$ cat config.mk
export PLATFORM = sky130hd
export DESIGN_NAME = shift_add_multiplier
export DESIGN_NICKNAME = d
export VERILOG_FILES = /design/src/rtl/multiplier_pkg.sv /design/src/rtl/adder.sv /design/src/rtl/shift_add_multiplier.sv
export SDC_FILE = /design/constraint.sdc
export NUM_CORES = 1
export LEC_CHECK = 0
export ABC_AREA = 1
export CELL_PAD_IN_SITES_DETAIL_PLACEMENT = 1
export CELL_PAD_IN_SITES_GLOBAL_PLACEMENT = 1
export CORE_MARGIN = 1.5
export CORE_UTILIZATION = 32
export DETAILED_ROUTE_END_ITERATION = 6
export GPL_TIMING_DRIVEN = 0
export PLACE_DENSITY_LB_ADDON = 0.1
export SKIP_LAST_GASP = 1
export SYNTH_ARGS = -nofsm -noshare
export SYNTH_HDL_FRONTEND = slang
export SYNTH_SLANG_ARGS = --single-unit
$ cat constraint.sdc
create_clock -name clock -period 5.65 [get_ports clock]
set_input_delay 1.13 -clock clock [delete_from_list [all_inputs] [get_ports clock]]
set_output_delay 1.13 -clock clock [all_outputs]
set_load 0.05 [all_outputs]
$ cat src/rtl/multiplier_pkg.sv
// Shared types and helpers for the iterative shift-and-add multiplier.
package multiplier_pkg;

  typedef enum logic [1:0] {
    IDLE  = 2'd0,
    RUN   = 2'd1,
    FIXUP = 2'd2,
    DONE  = 2'd3
  } mult_state_t;

  // Bits needed to count 0..width-1; never less than one bit.
  function automatic int unsigned count_width(input int unsigned width);
    return (width > 1) ? $clog2(width) : 1;
  endfunction

endpackage

$ cat src/rtl/adder.sv
// Plain ripple/inferred adder; carry-out is the caller's job (zero-extend inputs).
module adder #(
  parameter int unsigned WIDTH = 32
) (
  input  logic [WIDTH-1:0] a,
  input  logic [WIDTH-1:0] b,
  output logic [WIDTH-1:0] sum
);

  assign sum = a + b;

endmodule

$ cat src/rtl/shift_add_multiplier.sv
// Multicycle shift-and-add multiplier: magnitude multiply over WIDTH cycles,
// then a single sign fixup; fixed latency of WIDTH+2 cycles.
module shift_add_multiplier
  import multiplier_pkg::*;
#(
  parameter int unsigned WIDTH = 32
) (
  input  logic                 clock,
  input  logic                 reset,
  input  logic                 start,
  input  logic                 is_signed,
  input  logic [WIDTH-1:0]     multiplicand,
  input  logic [WIDTH-1:0]     multiplier,
  output logic                 ready,
  output logic                 done,
  output logic [2*WIDTH-1:0]   product
);

  localparam int unsigned CW = count_width(WIDTH);

  mult_state_t        state, state_next;
  logic [WIDTH:0]     acc;
  logic [WIDTH-1:0]   mplr;
  logic [WIDTH-1:0]   mcand;
  logic               neg;
  logic [CW-1:0]      count;

  logic               accept;
  logic               last_step;
  logic [WIDTH-1:0]   mag_a, mag_b;
  logic [WIDTH:0]     addend, sum;
  logic [2*WIDTH-1:0] raw;

  assign ready     = (state == IDLE) || (state == DONE);
  assign done      = (state == DONE);
  assign accept    = ready && start;
  assign last_step = (count == CW'(WIDTH - 1));

  // The most negative value negates to itself, which is its correct unsigned magnitude.
  assign mag_a = (is_signed && multiplicand[WIDTH-1]) ? -multiplicand : multiplicand;
  assign mag_b = (is_signed && multiplier[WIDTH-1])   ? -multiplier   : multiplier;

  assign addend = mplr[0] ? {1'b0, mcand} : '0;
  assign raw    = {acc[WIDTH-1:0], mplr};

  adder #(.WIDTH(WIDTH + 1)) u_adder (
    .a   (acc),
    .b   (addend),
    .sum (sum)
  );

  always_ff @(posedge clock) begin
    if (reset) state <= IDLE;
    else       state <= state_next;
  end

  always_comb begin
    state_next = state;
    unique case (state)
      IDLE:    if (start) state_next = RUN;
      RUN:     if (last_step) state_next = FIXUP;
      FIXUP:   state_next = DONE;
      DONE:    state_next = start ? RUN : IDLE;
      default: state_next = IDLE;
    endcase
  end

  always_ff @(posedge clock) begin
    if (reset) begin
      acc     <= '0;
      mplr    <= '0;
      mcand   <= '0;
      neg     <= 1'b0;
      count   <= '0;
      product <= '0;
    end else begin
      if (accept) begin
        acc   <= '0;
        mplr  <= mag_b;
        mcand <= mag_a;
        neg   <= is_signed && (multiplicand[WIDTH-1] ^ multiplier[WIDTH-1]);
        count <= '0;
      end else if (state == RUN) begin
        // {acc, mplr} <= {sum, mplr} >> 1
        acc   <= {1'b0, sum[WIDTH:1]};
        mplr  <= {sum[0], mplr[WIDTH-1:1]};
        count <= count + 1'b1;
      end
      if (state == FIXUP) begin
        product <= neg ? -raw : raw;
      end
    end
  end

endmodule

==> metrics, run 1 <==
min-delay src mcand[15]; Final Slew Violations 0; dominant cell type by area after synthesis dfxtp_1; setup TNS 0 ps; Reg clk slew, reported paths 70 ps; number of buffers on the longest clock path 2; period utilization 0.593; relative slew slack 0.313; ys flop type dfxtp_1; clk root buf clkbuf_16; Hold Path Class reg -> reg; IO buf count 132; Post-synth ARST share 0; Hold Path Sink mcand[15]; arrival time worst endpoint about 2200 ps; PwrDens roughly 470 mW/mm²; dpl cell area 0.0148 mm²; Post-CTS Setup Bufs 0; Tot GR Track Use 0.267; terminus of the critical flop-to-flop path acc[25]; worst-case vdd ir drop 0.204 mV; initial antenna violation count 0; outcome finished, final reports clean; Syn Inst Count 2192; Core Util, Final 0.388; nets ~2500; via-per-instance ratio 5.02; Synth Cell Area 0.0128 mm²; CP Capture Type output port; crit path max-delay cell type clkdlybuf4s50_1; IO Pins 134; Core Area 0.0396 mm²; tightest hold margin 455 ps; delay-heaviest family, CP buffers and inverters; Seq cells post-synth 168; CTS buffer count 17; kind of critical path reg -> out; Num Clock Sinks 168; crit-path cells inv_1 > ha_1 > inv_1 > clkdlybuf4s50_1; hold buffers post-CTS 0; Max Freq 298 MHz; Final Cell Area 0.0154 mm²; transition time at the pin with the least slew margin 1030 ps; HPWL Detailed 45600 µm; GR Overflow Total 0; remaining antenna violation count 0; DRT Pass-1 Iters 4; CTS tree built; Final min period 3350 ps; number of hold violations in the final report 0; DIE AREA 0.0413 mm²; unrepaired setup endpoints after global routing false; Area growth syn-to-layout 19.9%; Chip Width 203 µm; Synthesized Nets 2303; initial DRC count 710; Ys Warns 0; DRC errors left 0; DR vias 14453; Setup violations, final 0; largest net degree at the start of global routing 17; post-DR wirelength/cell 18.9 µm; share of layout cells above drive strength 1 0.0446; Clk Latency, worst-skew pair 470 ps; R2R cell count 18; chip height 203 µm; Crit path largest cell delay just over 800 ps; ANT cells 0; WHS Path Cells 2; Startpoint Class flip-flop; Leak Pwr 7.52 nW; Routed WL 54300 µm; worst reg2reg setup slack 2710 ps; Mean Syn Cell Area 5.85 µm²; row count 73; ranking of synthesized cells by area dfxtp_1 26%, nand2_1 19%, inv_1 9.0%; number of global-route vias before repair between 10000 and 15000; Max Fanout on Critical Path 5; FF-to-FF Start mplr[0]; Netlist cell types between 40 and 50; sequential fraction of the synthesis area 0.262; EDFF count, synth 0; Starting Density 0.323; CP required 4520 ps; max_cap viols 0; GPL Wtd Cong ~0.9; H-Tree Depth 4; post-cts resize count 0; top cell type's share of synthesized area 0.262; worst path bufs/invs 3; clk_skew 16.7 ps; first-pass GRT wire length approximately 84000 µm; critical path's most frequent cell inv_1
final cells by class:
class	count	area, µm²
buffer	73	305
clock buffer	17	425
clock inverter	15	143
fill	5401	24300
inverter	320	1200
multi-input combinational	1631	7950
sequential	168	3360
tap	525	657
timing repair buffer	132	1320
tightest hold or removal path: stages (launching register included):
cell	delay, ps
dfxtp_1	310
nand2_1	60
nand2_1	40
flip-flops by register name, summed over array words and instances (netlist names):
| name | count |
|---|---|
| acc | 32 |
| product | 64 |
| mcand | 32 |
| mplr | 32 |
| count | 5 |
| state | 2 |
| neg | 1 |
where the power goes:
part,internal (mW),leakage (nW),switching (mW)
Sequential,1.55,1.38,0.366
Combinational,1.25,5.86,2.96
Clock,0.615,0.274,0.558
per-stage QoR:
step / power [mW] / cells / worst slack [ps]
6_report: 7.30 / 2881 / 2300
5_1_grt: 7.84 / 2881 / 2210
4_1_cts: 7.33 / 2881 / 2290
3_5_place_dp: 6.14 / 2849 / 2120
3_3_place_gp: 6.07 / 2849 / 2150
2_1_floorplan: 4.62 / 2192 / 3260
cell families after synthesis:
group,Yosys count,share of synthesized area
adder cells (fa/ha/maj),43,0.0425
AND/OR/NAND/NOR,1191,0.396
XOR/XNOR,62,0.0424
flip-flops,168,0.262
buffers and inverters,393,0.118
AO/OA/AOI/OAI,335,0.139
how the worst max path moves through the flow:
stage          cells past startpoint        end  slack, ps       startpoint
4_1_cts                            4      ready       2290         state[0]
3_3_place_gp                       7        neg       2150            start
6_report                           4      ready       2300         state[0]
3_5_place_dp                       7        neg       2120            start
5_1_grt                            4      ready       2210         state[0]
2_1_floorplan                     11  mcand[22]       3260  multiplicand[0]
cells in the mapped netlist (11+ instances only):
library cell / count
a21oi_1: 144
buf_2: 16
clkbuf_1: 47
dfxtp_1: 168
ha_1: 42
inv_1: 309
nand2_1: 639
nand3_1: 175
nand4_1: 33
nor2_1: 271
nor2_2: 11
nor3_1: 22
o21ai_0: 140
o21ai_1: 17
xor2_1: 53
routing by layer:
metal / share of wire / GRT usage / vias up
met3: 0.024 / 0.0281 / 51
li1: - / - / 7262
met5: 0 / 0 / -
met2: 0.49 / 0.481 / 194
met4: 0.022 / 0.0783 / 0
met1: 0.46 / 0.335 / 6946
cells in the final DEF (no fill, tap or decap), drive strengths merged, types with 4 or more instances in the layout:
| cell type | n |
|---|---|
| nand3 | 184 |
| o21ai | 161 |
| inv | 324 |
| nor3 | 23 |
| nand2 | 647 |
| o21bai | 7 |
| nand4 | 33 |
| xor2 | 53 |
| nand3b | 4 |
| xnor2 | 9 |
| dfxtp | 168 |
| buf | 26 |
| clkbuf | 64 |
| o221ai | 5 |
| clkinv | 7 |
| o211ai | 7 |
| ha | 42 |
| nor2 | 291 |
| a21oi | 144 |
| clkdlybuf4s50 | 132 |
(Power assumes the default switching activity.)
==> run 2: changes to the inputs <==
==> constraint.sdc (replaced) <==
create_clock -name clock -period 3 [get_ports clock]
set_input_delay 0.6 -clock clock [delete_from_list [all_inputs] [get_ports clock]]
set_output_delay 0.6 -clock clock [all_outputs]
set_load 0.05 [all_outputs]
==> metrics, run 2 (synthesis results as in run 1) <==
relative slew slack 0.302; Largest Register product; met3 Use GR 0.0281; IO buf count approximately 130; Core Util, Final 0.388; GR Overflow Total 0; H-Tree Depth 4; critical path's most frequent cell inv_1; kind of critical path reg -> out; most common cell after layout, fill and taps aside nand2_1; arrival time worst endpoint approximately 2200 ps; Final Slew Violations 0; Starting Density 0.323; clk_skew 17.1 ps; Max Freq between 300 and 400 MHz; initial DRC count 676; Num Clock Sinks about 170; crit-path cells inv_1 > ha_1 > inv_1 > clkdlybuf4s50_1; Routed WL 54400 µm; outcome finished, final reports clean; Hold Path Class reg -> reg; CTS buffer count 17; HPWL Detailed roughly 46000 µm; period utilization 0.942; CTS tree built; M2 GR Usage 0.481; Tot GR Track Use 0.267; Chip Width ~200 µm; crit path max-delay cell type clkdlybuf4s50_1; first-pass GRT wire length between 80000 and 90000 µm; Startpoint Class flip-flop; Final min period 2830 ps; DRC errors left 0; Reg clk slew, reported paths 70 ps; unrepaired setup endpoints after global routing false; DR vias approximately 14000; Area growth syn-to-layout 19.9%; chip height 203 µm; most frequent cells in the layout 638 x nand2_1, 309 x inv_1, 271 x nor2_1; Clk Latency, worst-skew pair 470 ps; remaining antenna violation count 0; max_cap viols 0; Core Area roughly 0.040 mm²; Total Power ~14 mW; row count 73; number of buffers on the longest clock path 2; nets 2454; DRT Pass-1 Iters 4; max reg flops 64; number of global-route vias before repair 14751; via-per-instance ratio 5.00; ANT cells 0; GPL Wtd Cong 0.904; Max Fanout on Critical Path 5; clk root buf clkbuf_16; CP Capture Type output port; transition time at the pin with the least slew margin 1050 ps; Setup violations, final 0; tightest hold margin 455 ps; Layout fillers 5405; IO Pins 134; post-DR wirelength/cell 18.9 µm; worst-case vdd ir drop 0.386 mV; largest net degree at the start of global routing 17; grt met1 use 0.335; share of layout cells above drive strength 1 0.0467; GRT Max-Usage Layer met2; hold buffers post-CTS 0; Leak Pwr 7.53 nW; number of hold violations in the final report 0; PwrDens between 800 and 900 mW/mm²; CP required 2400 ps; DIE AREA approximately 0.041 mm²; Crit path largest cell delay 810 ps; initial antenna violation count 0
==> run 2: metal layers <==
layer	vias to the layer above	part of all wire
met5	-	0
met2	179	0.49
met3	53	0.022
li1	7254	-
met4	0	0.022
met1	6932	0.46
==> run 2: path summary, 6_finish.rpt <==
check                               start         to  slack (ps)  cells past startpoint
worst max-delay path             state[0]      ready         170                      4
worst min-delay path            mcand[15]  mcand[15]         460                      2
worst max register to register    mplr[0]    acc[25]         220                     18
worst min register to register  mcand[15]  mcand[15]         460                      2
==> run 2: worst max-delay path, delay by kind of cell (launching register included) <==
| kind | cells | cell delay [ps] |
|---|---|---|
| flops | 1 | 410 |
| fa+ha+maj | 1 | 320 |
| buf+inv | 3 | 1020 |
==> run 2: cell type report <==
| type | instances | area, µm² | share of cell area |
|---|---|---|---|
| Buffer | 73 | 310 | 0.0202 |
| Clock buffer | 17 | 425 | 0.0277 |
| Multi-Input combinational cell | 1631 | 7950 | 0.517 |
| Sequential cell | 168 | 3360 | 0.219 |
| Tap cell | 525 | 657 | 0.0427 |
| Inverter | 320 | 1200 | 0.0782 |
| Timing Repair Buffer | 132 | 1320 | 0.0859 |
| Clock inverter | 15 | 143 | 0.00928 |
==> run 2: through the flow <==
stage	cell area, µm²	setup WS [ps]	std cells	TNS [ps]
global placement	14800	29.7	2849	0
CTS	15400	63.3	2881	0
finish	15400	175	2881	0
floorplan	12800	800	2192	0
detailed placement	14800	-4.62	2849	-4.62
global route	15400	14.1	2881	0
==> run 2: timing repair <==
item	4_1_cts	5_1_grt
setup buffers	0	0
endpoints found under the setup margin	0	9
resized for setup	0	10
==> run 2: power by group <==
part | internal, mW | switching [mW]
Sequential | 2.92 | 0.693
Combinational | 2.35 | 5.59
Clock | 1.16 | 1.05
